$ cat config.mk
export PLATFORM = sky130hd
export DESIGN_NAME = genius_controller_flat
export DESIGN_NICKNAME = d
export VERILOG_FILES = /design/src/rtl/genius_controller_if.sv /design/src/rtl/genius_controller.sv /design/src/flat_wrapper.sv
export SDC_FILE = /design/constraint.sdc
export NUM_CORES = 1
export LEC_CHECK = 0
export CAP_MARGIN = 10
export CORE_ASPECT_RATIO = 1.1
export CORE_UTILIZATION = 35
export DETAILED_ROUTE_END_ITERATION = 12
export SYNTH_ARGS = -nofsm -noshare
export SYNTH_HDL_FRONTEND = slang
export SYNTH_SLANG_ARGS = --single-unit
export TNS_END_PERCENT = 30
$ cat constraint.sdc
create_clock -name CLOCK_50 -period 2.9 [get_ports CLOCK_50]
set_input_delay 0.58 -clock CLOCK_50 [delete_from_list [all_inputs] [get_ports CLOCK_50]]
set_output_delay 0.58 -clock CLOCK_50 [all_outputs]
set_load 0.1 [all_outputs]
$ cat src/rtl/genius_controller_if.sv
// Control/status bundle between the Genius controller FSM and its datapath.
// master = controller side, slave = datapath side.
interface genius_controller_if;
  logic       enter;
  logic       end_FPGA;
  logic       end_User;
  logic       end_time;
  logic       win;
  logic       match;
  logic       R1;
  logic       R2;
  logic       E1;
  logic       E2;
  logic       E3;
  logic       E4;
  logic       SEL;
  logic [2:0] state_o;

  modport master (
    input  enter, end_FPGA, end_User, end_time, win, match,
    output R1, R2, E1, E2, E3, E4, SEL, state_o
  );

  modport slave (
    output enter, end_FPGA, end_User, end_time, win, match,
    input  R1, R2, E1, E2, E3, E4, SEL, state_o
  );
endinterface

$ cat src/rtl/genius_controller.sv
// Moore control FSM for the Genius memory game; drives datapath resets/enables.
// Optional macro GENIUS_TIMEOUT_EN: end_time in PLAY ends the game (loss by timeout).
module genius_controller #(
  parameter int unsigned PAUSE_CYCLES = 25_000_000,
  parameter int unsigned PAUSE_W      = 25
) (
  input  logic                CLOCK_50,
  input  logic                reset,
  genius_controller_if.master bus
);

  typedef enum logic [2:0] {
    INIT    = 3'd0,
    SETUP   = 3'd1,
    SEQ     = 3'd2,
    PLAY    = 3'd3,
    CHECK   = 3'd4,
    NEXT    = 3'd5,
    RESULT  = 3'd6,
    ILLEGAL = 3'd7
  } state_e;

  localparam logic [PAUSE_W-1:0] PAUSE_LAST = PAUSE_W'(PAUSE_CYCLES - 1);

  state_e               state_q, state_d;
  logic                 enter_q;
  logic [PAUSE_W-1:0]   pause_q, pause_d;
  logic                 enter_rise;
  logic                 timeout;

  assign enter_rise = bus.enter & ~enter_q;

`ifdef GENIUS_TIMEOUT_EN
  assign timeout = bus.end_time;
`else
  assign timeout = 1'b0;
`endif

  always_ff @(posedge CLOCK_50) begin
    if (reset) begin
      state_q <= INIT;
      enter_q <= 1'b0;
      pause_q <= '0;
    end else begin
      state_q <= state_d;
      enter_q <= bus.enter;
      pause_q <= pause_d;
    end
  end

  always_comb begin
    state_d = state_q;
    pause_d = '0;
    case (state_q)
      INIT:   state_d = SETUP;
      SETUP:  if (enter_rise) state_d = SEQ;
      SEQ:    if (bus.end_FPGA) state_d = PLAY;
      // end_User has priority over a simultaneous time-out
      PLAY: begin
        if (bus.end_User)  state_d = CHECK;
        else if (timeout)  state_d = RESULT;
      end
      CHECK:  state_d = (bus.match && !bus.win) ? NEXT : RESULT;
      NEXT: begin
        if (pause_q == PAUSE_LAST) begin
          state_d = SEQ;
        end else begin
          pause_d = pause_q + 1'b1;
        end
      end
      RESULT: if (enter_rise) state_d = INIT;
      default: state_d = INIT;
    endcase
  end

  always_comb begin
    bus.R1      = 1'b0;
    bus.R2      = 1'b0;
    bus.E1      = 1'b0;
    bus.E2      = 1'b0;
    bus.E3      = 1'b0;
    bus.E4      = 1'b0;
    bus.SEL     = 1'b1;
    bus.state_o = state_q;
    case (state_q)
      SETUP:  bus.E1 = 1'b1;
      SEQ:    bus.E3 = 1'b1;
      PLAY:   bus.E2 = 1'b1;
      CHECK:  ;
      // round advance pulses only on the first pause cycle
      NEXT: begin
        bus.E4 = (pause_q == '0);
        bus.R2 = (pause_q == '0);
      end
      RESULT: bus.SEL = 1'b0;
      default: begin
        bus.R1 = 1'b1;
        bus.R2 = 1'b1;
      end
    endcase
  end

endmodule

$ cat src/flat_wrapper.sv
// flat-port wrapper written by rule: the top's interface ports become plain ports
module genius_controller_flat 
#(
  parameter int unsigned PAUSE_CYCLES = 25_000_000,
  parameter int unsigned PAUSE_W      = 25
)
  (CLOCK_50, reset, bus_enter, bus_end_FPGA, bus_end_User, bus_end_time, bus_win, bus_match, bus_R1, bus_R2, bus_E1, bus_E2, bus_E3, bus_E4, bus_SEL, bus_state_o);
  genius_controller_if bus_i ();
  input  logic CLOCK_50;
  input  logic reset;
  input wire logic [$bits(bus_i.enter)-1:0] bus_enter;
  input wire logic [$bits(bus_i.end_FPGA)-1:0] bus_end_FPGA;
  input wire logic [$bits(bus_i.end_User)-1:0] bus_end_User;
  input wire logic [$bits(bus_i.end_time)-1:0] bus_end_time;
  input wire logic [$bits(bus_i.win)-1:0] bus_win;
  input wire logic [$bits(bus_i.match)-1:0] bus_match;
  output wire logic [$bits(bus_i.R1)-1:0] bus_R1;
  output wire logic [$bits(bus_i.R2)-1:0] bus_R2;
  output wire logic [$bits(bus_i.E1)-1:0] bus_E1;
  output wire logic [$bits(bus_i.E2)-1:0] bus_E2;
  output wire logic [$bits(bus_i.E3)-1:0] bus_E3;
  output wire logic [$bits(bus_i.E4)-1:0] bus_E4;
  output wire logic [$bits(bus_i.SEL)-1:0] bus_SEL;
  output wire logic [$bits(bus_i.state_o)-1:0] bus_state_o;
  assign bus_i.enter = bus_enter;
  assign bus_i.end_FPGA = bus_end_FPGA;
  assign bus_i.end_User = bus_end_User;
  assign bus_i.end_time = bus_end_time;
  assign bus_i.win = bus_win;
  assign bus_i.match = bus_match;
  assign bus_R1 = bus_i.R1;
  assign bus_R2 = bus_i.R2;
  assign bus_E1 = bus_i.E1;
  assign bus_E2 = bus_i.E2;
  assign bus_E3 = bus_i.E3;
  assign bus_E4 = bus_i.E4;
  assign bus_SEL = bus_i.SEL;
  assign bus_state_o = bus_i.state_o;
  genius_controller #(.PAUSE_CYCLES(PAUSE_CYCLES), .PAUSE_W(PAUSE_W)) u_core (.CLOCK_50(CLOCK_50), .reset(reset), .bus(bus_i));
endmodule
* Yosys cells after proc, flatten, opt, wreduce, memory -nomap -nowiden
Cells that the tools add are included.
** Word-level totals
- Flip-flop bits (word level) :: 29
- Input bits :: 8
- Output and inout port bits :: 10
- Logic and storage cells :: 41
** Cells by class
- Add/sub/neg operators :: 1
- Eq/ne operators :: 12
- Mux-type cells :: 14
- Bitwise operators :: 3
- Reductions and logical operators :: 8
** Operators with widths (count)
- $add 25x1->25 const B :: 1
- $eq 25x25->1 const B :: 1
- $logic_not 25->1 :: 1
- $pmux 3 s7 :: 1
- $mux 3 :: 5
- $eq 3x3->1 const B :: 3
- $eq 3x2->1 const B :: 2
- $mux 1 :: 6
- $ne 2x1->1 const B :: 3
- $reduce_or 6->1 :: 1
- $reduce_and 5->1 :: 1
- $reduce_or 5->1 :: 1
- $ne 2x2->1 const B :: 2
- $eq 3x1->1 const B :: 1
- $logic_not 3->1 :: 1
- $reduce_or 3->1 :: 1
- $mux 2 :: 1
- $not 1->1 :: 2
- $pmux 1 s2 :: 1
- $and 1x1->1 :: 1
- $logic_and 1x1->1 :: 1
- $logic_not 1->1 :: 1

* Logic depth before layout (Yosys ltp)
- Word-level depth :: 4
- Mapped depth :: 6
- Depth with buffers taken out :: 5

* Worst setup path before layout
Ideal clock, no wire load.
- Path kind :: reg2out
- Start point :: reg u_core.state_q[2] (netlist: u_core.bus.state_o[2])
- End point :: out bus_R2
- Arrival time :: 5.134 ns
- Data required time :: 2.320 ns
- Path slack :: -2.814 ns
- Cell stages (with the launch flop) :: 5
- Path buffers :: 1
- Cell sequence :: dfxtp_1 > clkbuf_1 > nand3b_1 > nor4_1 > or2_2
** On the way
- Longest elaborated chain between the ends :: 3
- Elaborated cells on any way between the ends :: 8
- Classes of those cells :: 6 x eq/ne; 1 x mux; 1 x reduce/logical
** Ends and longest elaborated chain
- start, declared :: RTL line genius_controller.sv:25 : state_e state_q, state_d;
- start signal, assigned :: RTL line genius_controller.sv:45 : state_q <= state_d;
- $eq 3x3->1 (tied with other cells) :: RTL line genius_controller.sv:85 : case (state_q)
- $reduce_or 5->1 (no source line)
- $pmux 1 s2 (*) :: RTL line genius_controller.sv:85
- end, declared :: RTL line flat_wrapper.sv:18 : output wire logic [$bits(bus_i.R2)-1:0] bus_R2;
Mark *: on every way between the ends. The rest lies on a longest branch, timed or not.

* Worst setup path in the final report
- Start point :: reg u_core.pause_q[1]
- End point :: out bus_R2
** On the way
- Longest elaborated chain between the ends :: 2
** Ends and longest elaborated chain
- start, declared :: RTL line genius_controller.sv:27 : logic [PAUSE_W-1:0] pause_q, pause_d;
- start signal, assigned :: RTL line genius_controller.sv:47 : pause_q <= pause_d;
- $logic_not 25->1 :: RTL line genius_controller.sv:93 : bus.R2 = (pause_q == '0);
- $pmux 1 s2 :: RTL line genius_controller.sv:85
No other way between the ends.

==> results.toml <==
[worst_setup_path]
reg2reg_slack_ns = 0.92
slowest_stage = "or4b_4"
end_kind = "output port"
cp-start-kind = "register"
slowest_delay_ns = 0.47
reg2reg_depth = 4
worst-path-max-fanout = 5
crit_required_ns = 2.32
critPathKind = "register to output port"
crit_chain = "inv_1, ha_1, or4b_4, nor4_4, or2_4, buf_12"
crit_arrival_ns = 2.04
reg2reg_to = "u_core.pause_q[24]"
r2r-start = "u_core.pause_q[12]"

[pwr]
p_clk_frac = 0.313
powerDensity_nw_per_um2 = 570
ir_drop_mv = 0.242
power.switching_mw = 0.374
switching_share = 0.356
power.total_mw = 1.05
intPower_mw = 0.675
comb_power_share = 0.279
p_leak_nw = 0.591
sequentialPowerShare = 0.408

[floorplan]
initial_core_util = 0.373
io_pins = 18
core-area_sq_um = 4050
die_x_microns = 64.7
fp.dieH_microns = 71.0
row_count = 24
fp.dieArea_sq_um = 4590

[synth]
syn_avg_cell_area_sq_um = 8.18
synth_top_family_by_area = "simple AND/OR/NAND/NOR gates"
synth_xor_area_frac = 0.0637
synth_compound_area_frac = 0.141
async_flop_share = 0
ys_seq_elements = 29
yosys.cell_types.count = 41
synth_fa_ha_area_frac = 0.0165
mappedNetlistArea_sq_um = 1510
synth_seq_area_share = 0.384
yosys.area_share.simple = 0.352
synth_mux_area_frac = 0
synth_cells = 185
synth_edf_count = 0
synthFlopType = "dfxtp_1"
yosys_warnings = 0
syn-num-nets = 195

[min_path]
min_path_type = "register to register"
whs_path_depth = 1
min_from = "u_core.pause_q[0]"
hold_end = "u_core.pause_q[0]"

[clocking]
clk_pin_slew_ns = 0.06
cts_buffers = 5
insertion_delay_ns = 0.28
post_cts_buffers = 0
cts-resized-gates = 0
clk_root_buffer_cell = "clkbuf_8"
cts_max_path_buffers = 2
cts_sinks = 29
cts_tree = "built"
cts.hold.buffers_added = 0
cts_htree_levels = 2

[finish]
syn_to_final_growth_pct = 21.7
design_area_sq_um = 1840
drive_above_1_share = 0.182
final.fill_count = 422
finalNonFillerCells = 255
layout.nets = 213
n_antenna_cell = 0

[place]
postPlaceCellArea_sq_um = 1750
port_buffers = 16
gp_congestion = 0.824
place_ws_ns = 0.579
dp_hpwl_mm = 2.56
place_inst = 248

[sta]
setup_viol = 0
skew_ns = 0.00433
setup_ws_ns = 0.276
slew_headroom = 0.668
finalSetupTns_ns = 0
clock.fmax_ghz = 0.381
layout_min_cycle_time_ns = 2.62
rsz0062_at_grt = "false"
drv_slew = 0
tightest_slew_ns = 0.494
fin_crit_sh = 0.905
hold_viol_final = 0

[global_routing]
grt_overflow_total = 0
antenna_found_initial = 0
grt_pass1_vias = 1417
grt_max_degree = 14
grt_pass1_wl_mm = 6.10
grt_usage = 0.170

[routing]
dr.first_iter.drc_count = 47
wl_per_cell_microns = 13.7
totalWireLength_mm = 3.50
routed_via_density = 5.58
drc = 0
drtPass1Iterations = 4
ant_nets = 0
vias = 1423

[flow_run]
maxCapViolCount = 0

[outcome]
status = "complete, no violations"
[cells in the mapped netlist, types with 5 or more instances]
library cell	count	area [sq um]
nand4_1	9	56.3
inv_1	8	30.0
nand2_1	12	45.0
or3_1	9	56.3
a21oi_1	13	65.1
o21ai_0	9	45.0
nor2_1	17	63.8
nor4_1	6	37.5
clkbuf_1	5	18.8
nand3_1	14	70.1
xor2_1	7	61.3
dfxtp_1	29	581
[cell families after synthesis]
logic type,count (synthesis)
AOI/OAI and AO/OA,35
xor gates and xnor gates,11
adders and majority gates,2
buffers and inverters,15
DFF,29
and+or+nand+nor,93
[layout make-up]
cell class | instances | area, sq um | area share
Multi-Input combinational cell | 141 | 893 | 0.485
Sequential cell | 29 | 591 | 0.321
Timing Repair Buffer | 18 | 175 | 0.0952
Clock buffer | 7 | 86.3 | 0.0469
Tap cell | 52 | 65.1 | 0.0354
Inverter | 8 | 30.0 | 0.0163
[critical path, delay by kind of cell (launching register included)]
family                   cells  cell delay (ns)
AND/OR/NAND/NOR              3             1.04
buffers and inverters        2             0.24
adder cells (fa/ha/maj)      1             0.13
flip-flops                   1             0.35
[state kept, by name, summed over array words and instances (netlist names)]
signal	flops
u_core.pause_q	25
u_core.enter_q	1
u_core.bus.state_o	3
[how the worst max path moves through the flow]
stage	startpoint	end	slack, ns	depth (start not counted)
finish	u_core.pause_q[1]	bus_R2	0.28	6
global route	u_core.pause_q[8]	bus_R2	0.12	5
CTS	u_core.pause_q[1]	bus_R2	0.26	6
detailed placement	u_core.pause_q[1]	bus_R2	0.58	6
global placement	u_core.pause_q[0]	bus_R2	0.60	6
floorplan	u_core.pause_q[0]	bus_R2	-0.26	5
[placed cells by master (no fill, tap or decap), types with 2 or more instances in the layout]
cell	n
dfxtp_1	25
nor2_1	17
nand3_1	14
a21oi_1	13
nand2_1	12
buf_4	10
nand4_1	9
or3_1	9
o21ai_0	9
inv_1	8
xor2_1	7
clkbuf_8	6
clkdlybuf4s50_1	6
nor4_1	5
xnor2_1	4
o31ai_1	4
or4_1	3
or4_4	3
and3_1	2
nor3_1	2
or3b_2	2
nor2b_1	2
a21oi_2	2
ha_1	2
buf_12	2
dfxtp_4	2
dfxtp_2	2
[layer usage]
layer,vias up,share of wire,GRT usage
met1,682,0.46,0.182
met5,-,0,0
li1,713,-,-
met2,23,0.49,0.310
met3,5,0.034,0.0403
met4,0,0.016,0.0790
[power groups by stage]
stage               combinational, mW  clock, mW  sequential, mW
floorplan                       0.188          0           0.470
global placement                0.292          0           0.436
detailed placement              0.293          0           0.436
CTS                             0.294      0.338           0.428
global route                    0.305      0.357           0.430
finish                          0.292      0.328           0.428
[stage by stage]
step	hold WS, ns	utilization
floorplan	0.428	-
global placement	0.444	0.433
detailed placement	0.462	0.433
CTS	0.470	0.454
global route	0.491	0.454
finish	0.469	0.454
Power figures use the tool's default switching activity.
